**config.mk**
```make
export PLATFORM = sky130hd
export DESIGN_NAME = memory_arbiter
export DESIGN_NICKNAME = d
export VERILOG_FILES = /design/src/rtl/mem_arb_pkg.sv /design/src/rtl/memory_arbiter.sv
export SDC_FILE = /design/constraint.sdc
export NUM_CORES = 1
export LEC_CHECK = 0
export ABC_AREA = 1
export CORE_MARGIN = 3
export CORE_UTILIZATION = 30
export DETAILED_ROUTE_END_ITERATION = 12
export GPL_ROUTABILITY_DRIVEN = 1
export PLACE_DENSITY = 0.56
export SYNTH_ARGS = -nofsm -noshare
export SYNTH_HDL_FRONTEND = slang
export SYNTH_SLANG_ARGS = --single-unit
```
**constraint.sdc**
```tcl
create_clock -name clk_in -period 8.1 [get_ports clk_in]
set_input_delay 0.81 -clock clk_in [delete_from_list [all_inputs] [get_ports clk_in]]
set_output_delay 0.81 -clock clk_in [all_outputs]
set_load 0.05 [all_outputs]
```
**src/rtl/mem_arb_pkg.sv**
```systemverilog
// Shared types and constants for the byte-wide RAM port arbiter.
package mem_arb_pkg;

  // Load/store size encoding; 2'b11 is treated as a word access.
  localparam logic [1:0] SIZE_BYTE = 2'b00;
  localparam logic [1:0] SIZE_HALF = 2'b01;
  localparam logic [1:0] SIZE_WORD = 2'b10;

  // addr[17:16] value that selects the memory-mapped IO window.
  localparam logic [1:0] IO_REGION_DEFAULT = 2'b11;

  typedef enum logic [1:0] {
    ST_IDLE  = 2'd0,
    ST_READ  = 2'd1,
    ST_WRITE = 2'd2
  } arb_state_e;

  typedef enum logic {
    OWN_INS  = 1'b0,
    OWN_DATA = 1'b1
  } arb_owner_e;

  // Number of RAM byte cycles needed for a given access size.
  function automatic logic [2:0] size_to_count(input logic [1:0] size);
    case (size)
      SIZE_BYTE: return 3'd1;
      SIZE_HALF: return 3'd2;
      SIZE_WORD: return 3'd4;
      default:   return 3'd4;
    endcase
  endfunction

endpackage

```
**src/rtl/memory_arbiter.sv**
```systemverilog
// Arbitrates the byte-wide RAM port between instruction line-fill and the
// load/store buffer, sequencing each grant into per-byte RAM cycles.
//
// Handshake: ins_req/data_req are level-held by the requester until the
// matching one-cycle *_done pulse. A request still high in the done cycle is
// read as a fresh request, so requesters drop it in the done cycle unless
// they want a back-to-back transaction. Read data is valid only with done.
module memory_arbiter
  import mem_arb_pkg::*;
#(
  parameter int unsigned ADDR_WIDTH = 32,
  parameter logic [1:0]  IO_REGION  = IO_REGION_DEFAULT
) (
  input  logic                  clk_in,
  input  logic                  rst_in,
  input  logic                  rdy_in,
  input  logic                  flush_pipline,
  input  logic                  ins_req,
  input  logic [ADDR_WIDTH-1:0] ins_addr,
  output logic [31:0]           ins_data,
  output logic                  ins_done,
  input  logic                  data_req,
  input  logic                  data_is_write,
  input  logic [1:0]            data_size,
  input  logic [ADDR_WIDTH-1:0] data_addr,
  input  logic [31:0]           data_wdata,
  output logic [31:0]           data_rdata,
  output logic                  data_done,
  input  logic [7:0]            mem_din,
  output logic [7:0]            mem_dout,
  output logic [ADDR_WIDTH-1:0] mem_a,
  output logic                  mem_wr,
  input  logic                  io_buffer_full,
  output arb_state_e            dbg_state
);

  arb_state_e            state_q, state_d;
  arb_owner_e            last_grant_q, last_grant_d;
  arb_owner_e            owner_q, owner_d;
  logic [ADDR_WIDTH-1:0] addr_q, addr_d;
  logic [2:0]            n_q, n_d;
  logic [31:0]           wdata_q, wdata_d;
  logic [2:0]            k_q, k_d;
  logic [31:0]           asm_q, asm_d;
  logic [ADDR_WIDTH-1:0] mem_a_q, mem_a_d;
  logic [7:0]            mem_dout_q, mem_dout_d;
  logic                  mem_wr_q, mem_wr_d;
  logic [31:0]           ins_data_q, ins_data_d;
  logic                  ins_done_q, ins_done_d;
  logic [31:0]           data_rdata_q, data_rdata_d;
  logic                  data_done_q, data_done_d;

  // The RAM keeps clocking during a pause, so the byte that arrives in the
  // first paused cycle is parked here and used on resume.
  logic                  was_rdy_q;
  logic [7:0]            din_hold_q;

  logic                  grant_data;
  logic                  io_blocked;
  logic [7:0]            din_eff;
  logic [1:0]            cap_idx;
  logic [2:0]            k_inc;

  // Arbitration, byte sequencing and next-output computation
  always_comb begin
    state_d      = state_q;
    last_grant_d = last_grant_q;
    owner_d      = owner_q;
    addr_d       = addr_q;
    n_d          = n_q;
    wdata_d      = wdata_q;
    k_d          = k_q;
    asm_d        = asm_q;
    mem_a_d      = mem_a_q;
    mem_dout_d   = mem_dout_q;
    mem_wr_d     = 1'b0;
    ins_data_d   = ins_data_q;
    ins_done_d   = 1'b0;
    data_rdata_d = data_rdata_q;
    data_done_d  = 1'b0;

    grant_data = data_req && (!ins_req || (last_grant_q == OWN_INS));
    io_blocked = (addr_q[17:16] == IO_REGION) && io_buffer_full;
    din_eff    = was_rdy_q ? mem_din : din_hold_q;
    cap_idx    = k_q[1:0] - 2'd1;
    k_inc      = k_q + 3'd1;

    case (state_q)
      ST_IDLE: begin
        if (!flush_pipline && (ins_req || data_req)) begin
          k_d   = 3'd0;
          asm_d = '0;
          if (grant_data) begin
            owner_d      = OWN_DATA;
            last_grant_d = OWN_DATA;
            addr_d       = data_addr;
            n_d          = size_to_count(data_size);
            wdata_d      = data_wdata;
            if (data_is_write) begin
              state_d = ST_WRITE;
              if (!((data_addr[17:16] == IO_REGION) && io_buffer_full)) begin
                mem_wr_d   = 1'b1;
                mem_a_d    = data_addr;
                mem_dout_d = data_wdata[7:0];
              end
            end else begin
              state_d = ST_READ;
              mem_a_d = data_addr;
            end
          end else begin
            owner_d      = OWN_INS;
            last_grant_d = OWN_INS;
            addr_d       = ins_addr;
            n_d          = 3'd4;
            state_d      = ST_READ;
            mem_a_d      = ins_addr;
          end
        end
      end

      // k counts addresses already presented; byte k-1 arrives this cycle.
      ST_READ: begin
        if (flush_pipline) begin
          state_d = ST_IDLE;
        end else begin
          if (k_q != 3'd0) begin
            asm_d[{cap_idx, 3'b000} +: 8] = din_eff;
          end
          if (k_q == n_q) begin
            state_d = ST_IDLE;
            if (owner_q == OWN_INS) begin
              ins_done_d = 1'b1;
              ins_data_d = asm_d;
            end else begin
              data_done_d  = 1'b1;
              data_rdata_d = asm_d;
            end
          end else begin
            k_d = k_inc;
            if (k_inc < n_q) begin
              mem_a_d = addr_q + ADDR_WIDTH'(k_inc);
            end
          end
        end
      end

      // k is the byte being written (mem_wr_q high) or waiting on IO space.
      ST_WRITE: begin
        if (mem_wr_q) begin
          if (k_q == n_q - 3'd1) begin
            state_d     = ST_IDLE;
            data_done_d = 1'b1;
          end else begin
            k_d = k_inc;
            if (!io_blocked) begin
              mem_wr_d   = 1'b1;
              mem_a_d    = addr_q + ADDR_WIDTH'(k_inc);
              mem_dout_d = wdata_q[{k_inc[1:0], 3'b000} +: 8];
            end
          end
        end else if (!io_blocked) begin
          mem_wr_d   = 1'b1;
          mem_a_d    = addr_q + ADDR_WIDTH'(k_q);
          mem_dout_d = wdata_q[{k_q[1:0], 3'b000} +: 8];
        end
      end

      default: begin
        state_d = ST_IDLE;
      end
    endcase
  end

  // State and registered outputs; everything holds while rdy_in is low
  always_ff @(posedge clk_in) begin
    if (rst_in) begin
      state_q      <= ST_IDLE;
      last_grant_q <= OWN_INS;
      owner_q      <= OWN_INS;
      addr_q       <= '0;
      n_q          <= 3'd0;
      wdata_q      <= '0;
      k_q          <= 3'd0;
      asm_q        <= '0;
      mem_a_q      <= '0;
      mem_dout_q   <= '0;
      mem_wr_q     <= 1'b0;
      ins_data_q   <= '0;
      ins_done_q   <= 1'b0;
      data_rdata_q <= '0;
      data_done_q  <= 1'b0;
    end else if (rdy_in) begin
      state_q      <= state_d;
      last_grant_q <= last_grant_d;
      owner_q      <= owner_d;
      addr_q       <= addr_d;
      n_q          <= n_d;
      wdata_q      <= wdata_d;
      k_q          <= k_d;
      asm_q        <= asm_d;
      mem_a_q      <= mem_a_d;
      mem_dout_q   <= mem_dout_d;
      mem_wr_q     <= mem_wr_d;
      ins_data_q   <= ins_data_d;
      ins_done_q   <= ins_done_d;
      data_rdata_q <= data_rdata_d;
      data_done_q  <= data_done_d;
    end
  end

  // Track pauses and park the first read byte that lands during one
  always_ff @(posedge clk_in) begin
    if (rst_in) begin
      was_rdy_q  <= 1'b0;
      din_hold_q <= '0;
    end else begin
      was_rdy_q <= rdy_in;
      if (was_rdy_q) begin
        din_hold_q <= mem_din;
      end
    end
  end

  assign mem_a      = mem_a_q;
  assign mem_dout   = mem_dout_q;
  assign mem_wr     = mem_wr_q & rdy_in;
  assign ins_data   = ins_data_q;
  assign ins_done   = ins_done_q;
  assign data_rdata = data_rdata_q;
  assign data_done  = data_done_q;
  assign dbg_state  = state_q;

endmodule

```
==> results.yml, run 1 <==
yosys:
  ys_seq_area_share_pct: 38.0
  synth_cell_type_count: 40
  yosys.area.top_type_share_pct: 38.0
  synth_cells: 1815
  async_reset_ff_share_pct: 0
  synth_enable_flop_cells: 0
  yosys.area.top_type: "dfxtp_1"
  synth-main-ff-cell: "dfxtp_1"
  ys_top_cells_by_area: "dfxtp_1, nand2_1, o21ai_0"
  synth_fp_nets: 1951
  syn-cell-area_um2: 11700
  ys_warn_count: 0
  synth.avg_cell_area_um2: 6.42
  ys_ff_latch: 221
grt:
  grt_usage_pct: 20.2
  grt_antenna_before_repair: 2
  grt-ovfl-total: 0
  grt_pass1_vias: 12000
  grt_max_degree: 96
  grt_pass1_wl_um: 67400
layout:
  fillers: 4115
  final_nets: 2122
  final_util_pct: 39.8
  multi_input_area_um2: 6360
  post-route-cell-area_um2: 15100
  drive_gt1_share_pct: 4.84
  seq_area_um2: 4420
  area_growth_pct: 29.8
routing:
  drt-initial-drc-count: 1042
  vias_per_cell: 4.99
  dr_total_vias: 12600
  routed_wl_um: 43500
  post_drt_wl_per_cell_um: 17.3
  dr.pass1.iters: 8
  drtAntennaViolNets: 0
  drc: 0
pwr:
  power_density_nw_per_um2: 214
  p_leak_nw: 5.99
  irDropWorstVdd_mv: 0.161
  power_mw: 3.24
clock_tree:
  insertion_delay_ns: 0.56
  htree_levels: 1
  cts_tree: "yes"
  cts-resized-gates: 0
  post_cts_buffers: 0
  ctsHoldBuffers: 0
  clockBufferDepth: 3
  clkTransAtPathRegs_ns: 0.06
  clockRootBuffer: "clkbuf_16"
  cts.sinks: 221
  cts-buffers-inserted: 27
sta:
  finalMaxSlewViolations: 0
  rsz0062_at_grt: "false"
  finClkSkew_ns: 0.0225
  slew_headroom_pct: 30.1
  tightest_slew_ns: 1.05
  fmax_ghz: 0.276
  fin_ws_ns: 4.48
  fin_crit_sh_pct: 44.7
  fin_crit_ns: 3.62
  hold_violations: 0
  finalSetupTns_ns: 0
  finalSetupViolCount: 0
place:
  port_buffers: 222
  placed_area_um2: 14200
  hpwl_um: 31100
  pre_cts_slack_ns: 3.91
  place_congestion: 0.914
floorplanning:
  fp-row-count: 71
  die_w_um: 203
  initial_core_util_pct: 30.7
  die-height_um: 203
  dieArea_um2: 41300
  core_area_um2: 38000
  pin_count: 223
worst_setup_path:
  startpoint_type: "input port"
  critPathCaptureType: "flip-flop"
  rrSetupSlack_ns: 4.49
  cp_max_fo: 41
  path_class: "in2reg"
  arrival_ns: 4.11
  required_ns: 8.58
hold_path:
  hp-class: "reg2reg"
outcome:
  status: "completed"
run:
  cap_violations: 0
==> critical path: stages <==
cell             delay, ns
clkdlybuf4s50_1       0.46
buf_4                 0.38
inv_1                 0.27
nor3_2                0.21
buf_4                 0.32
inv_2                 0.36
nor2_2                0.17
buf_4                 0.36
inv_2                 0.30
nor2_1                0.25
nand2_1               0.09
a21oi_1               0.11
==> logic make-up after synthesis <==
| kind of cell | Yosys count | share of synthesized area [%] |
|---|---|---|
| xor+xnor | 3 | 0.225 |
| flops | 221 | 38.0 |
| mux | 8 | 0.687 |
| simple gates | 956 | 34.0 |
| compound gates | 385 | 17.0 |
| buf+inv | 220 | 7.62 |
| fa+ha+maj | 22 | 2.49 |
==> registers in the layout (all words and copies together), names as in the netlist <==
signal,flops
owner_q,1
k_q,3
ins_done,1
was_rdy_q,1
n_q,3
mem_wr_q,1
addr_q,32
mem_a,32
mem_dout,8
ins_data,32
data_rdata,32
dbg_state,2
wdata_q,32
data_done,1
asm_q,32
din_hold_q,8
==> final cells by class <==
class                   count  share of cell area (%)
diodes                      1                  0.0165
clock buffers              37                    5.24
clock inverters            12                   0.860
inverters                 130                    3.24
multi-input cells        1374                    42.0
flip-flops and latches    221                    29.2
well taps                 511                    4.22
repair buffers            232                    15.2
==> synthesized netlist by cell type, types with 10 or more instances <==
| library cell | n |
|---|---|
| nand2_1 | 477 |
| nor2_1 | 258 |
| dfxtp_1 | 221 |
| o21ai_0 | 198 |
| nand3_1 | 188 |
| a21oi_1 | 150 |
| inv_1 | 118 |
| clkbuf_1 | 55 |
| buf_2 | 23 |
| ha_1 | 20 |
| a31oi_1 | 14 |
| inv_2 | 10 |
==> power by group <==
group          internal, mW  switching, mW
sequential             1.15         0.0614
combinational         0.243          0.531
clock                 0.749          0.503
total                  2.15           1.10
==> per-layer routing <==
layer  wire length, um  track usage (%)
met1             19300             26.6
met2             19800             33.5
met3              3040             4.30
met4              1340             6.24
met5                27                0
==> path summary, 6_finish.rpt <==
| check | from | endpoint | depth (start not counted) |
|---|---|---|---|
| worst min-delay path | asm_q[7]$_SDFFE_PP0P_ | asm_q[7]$_SDFFE_PP0P_ | 2 |
| worst max register to register | dbg_state[0]$_SDFFE_PP0P_ | mem_a[3]$_SDFFE_PP0P_ | 11 |
| worst min register to register | asm_q[7]$_SDFFE_PP0P_ | asm_q[7]$_SDFFE_PP0P_ | 2 |
| worst max-delay path | rdy_in | n_q[1]$_SDFFE_PP0P_ | 12 |
==> layout by cell type, fill, tap and decap left out, types with 3 or more instances in the layout <==
cell type	instances
a21oi_1	150
ha_1	20
o31ai_1	4
clkbuf_16	27
nor2_2	10
nor2_1	256
inv_1	117
nand2_2	4
nand3_2	5
a31oi_1	14
mux2i_1	8
dfxtp_1	221
o22ai_1	9
o21ai_0	198
nand3_1	188
nand4_1	4
clkdlybuf4s50_1	221
nand2_1	477
nor3_1	3
buf_4	11
clkbuf_8	8
clkinv_2	7
inv_2	11
o21ai_1	5
==> metrics by stage <==
stage,instances,hold WS (ns)
finish,2518,0.460
floorplan,1815,0.437
global placement,2468,0.444
detailed placement,2468,0.453
CTS,2517,0.463
global route,2517,0.480
Note: power is estimated with default switching activity, not from simulation.
==> run 2, diff against run 1 <==
--- a/config.mk
+++ b/config.mk
@@ -10,7 +10,7 @@
 export CORE_UTILIZATION = 30
 export DETAILED_ROUTE_END_ITERATION = 12
 export GPL_ROUTABILITY_DRIVEN = 1
-export PLACE_DENSITY = 0.56
+export PLACE_DENSITY = 0.58
 export SYNTH_ARGS = -nofsm -noshare
 export SYNTH_HDL_FRONTEND = slang
 export SYNTH_SLANG_ARGS = --single-unit
==> constraint.sdc (replaced) <==
create_clock -name clk_in -period 3.3 [get_ports clk_in]
set_input_delay 0.33 -clock clk_in [delete_from_list [all_inputs] [get_ports clk_in]]
set_output_delay 0.33 -clock clk_in [all_outputs]
set_load 0.05 [all_outputs]
==> run 2 against run 1 <==
  * Worst setup slack lost 3.9 ns
  * Critical path depth grew 1
  * Global-route usage grew 0.17 points
  * Sequential cell count is the same
  * Power grew 150%
  * Final area grew 0.65%
  * Clock power grew 150%
  * Critical path type is now reg2reg
  * Critical endpoint is now mem_a[4]$_SDFFE_PP0P_
==> results.yml, run 2 (same netlist as run 1, synthesis figures left out) <==
outcome:
  status: "completed"
grt:
  grt_pass1_wl_um: 68100
  grt_usage_pct: 20.4
  grt_max_degree: 87
  grt_antenna_before_repair: 1
  grt_pass1_vias: 12200
  grt-ovfl-total: 0
routing:
  routed_wl_um: 43600
  post_drt_wl_per_cell_um: 17.2
  drt-initial-drc-count: 1014
  drtAntennaViolNets: 0
  drc: 0
  dr_total_vias: 12700
  vias_per_cell: 5.01
  dr.pass1.iters: 7
sta:
  hold_violations: 0
  rsz0062_at_grt: "false"
  finalSetupTns_ns: 0
  finClkSkew_ns: 0.0140
  fin_crit_sh_pct: 83.5
  fin_crit_ns: 2.75
  tightest_slew_ns: 1.03
  slew_headroom_pct: 31.5
  finalMaxSlewViolations: 0
  finalSetupViolCount: 0
  fmax_ghz: 0.363
clock_tree:
  htree_levels: 1
  cts_tree: "yes"
  clkTransAtPathRegs_ns: 0.06
  clockRootBuffer: "clkbuf_16"
  cts.sinks: 221
  ctsHoldBuffers: 0
  cts-buffers-inserted: 27
  insertion_delay_ns: 0.56
  post_cts_buffers: 0
  cts-resized-gates: 0
  clockBufferDepth: 3
worst_setup_path:
  required_ns: 3.78
  critPathCaptureType: "flip-flop"
  startpoint_type: "flip-flop"
  path_class: "reg2reg"
  worst-r2r-cell-count: 13
  arrival_ns: 3.24
  cp_max_fo: 31
  rrSetupSlack_ns: 0.55
layout:
  area_growth_pct: 30.7
  antenna_cells: 0
  drive_gt1_share_pct: 5.45
  fillers: 4084
  mostFrequentLayoutCells: "nand2_1, nor2_1, dfxtp_1"
  final_common_cell: "nand2_1"
  final_nets: 2134
  post-route-cell-area_um2: 15200
pwr:
  irDropWorstVdd_mv: 0.342
  power_mw: 8.03
  power_density_nw_per_um2: 527
  p_leak_nw: 6.05
floorplanning:
  fp-row-count: 71
  initial_core_util_pct: 30.7
  core_area_um2: 38000
  dieArea_um2: 41300
  die_w_um: 203
  pin_count: 223
  die-height_um: 203
hold_path:
  hold_depth: 2
  hp-class: "in2reg"
place:
  port_buffers: 222
  hpwl_um: 31400
  placed_area_um2: 14300
  place_congestion: 0.888
run:
  cap_violations: 0
==> run 2: where the power goes <==
part | internal, mW | switching, mW | total [mW] | leakage, nW
Clock | 1.87 | 1.25 | 3.12 | 0.455
Sequential | 2.83 | 0.144 | 2.98 | 1.79
Combinational | 0.618 | 1.32 | 1.94 | 3.80
Total | 5.32 | 2.71 | 8.03 | 6.05
==> run 2: final cells by class <==
type / instances / area, um^2 / area share (%)
inverter: 130 / 490 / 3.22
clock inverter: 14 / 160 / 1.05
multi-input combinational: 1374 / 6350 / 41.7
sequential: 221 / 4420 / 29.0
timing repair buffer: 244 / 2390 / 15.7
clock buffer: 36 / 769 / 5.05
tap: 511 / 639 / 4.20
==> run 2: worst paths after layout <==
kind,startpoint,to
worst min register to register,asm_q[5]$_SDFFE_PP0P_,asm_q[5]$_SDFFE_PP0P_
worst max-delay path,k_q[0]$_SDFFE_PP0P_,mem_a[4]$_SDFFE_PP0P_
worst min-delay path,rst_in,data_rdata[17]$_SDFFE_PP0P_
worst max register to register,k_q[0]$_SDFFE_PP0P_,mem_a[4]$_SDFFE_PP0P_
==> run 2: stage by stage <==
step                cells  hold WS [ns]  setup slack [ns]  util (%)
detailed placement   2480         0.450             0.524      37.6
floorplan            1815         0.437             0.727         -
CTS                  2530         0.108             0.506      40.1
finish               2530         0.124             0.545      40.1
global placement     2480         0.445             0.606      37.6
global route         2530         0.144             0.253      40.1
==> run 2: routing by layer <==
layer / vias to the layer above / track usage, % / routed length (um) / share of wire, %
li1: 6310 / - / - / -
met1: 5856 / 26.6 / 19100 / 44
met2: 437 / 35.0 / 20700 / 47
met3: 62 / 3.46 / 2760 / 6.3
met4: 0 / 5.31 / 1110 / 2.6
met5: - / 0 / 0 / 0
==> run 2: critical path, stage by stage (launching register included) <==
cell     delay [ns]
dfxtp_1        0.34
buf_4          0.19
ha_1           0.17
xor2_1         0.25
ha_1           0.29
a21oi_1        0.13
o21ai_0        0.11
nand2_1        0.07
nand3_1        0.08
nor2_2         0.15
nand2_4        0.27
inv_4          0.35
o21ai_0        0.14
a21oi_1        0.16
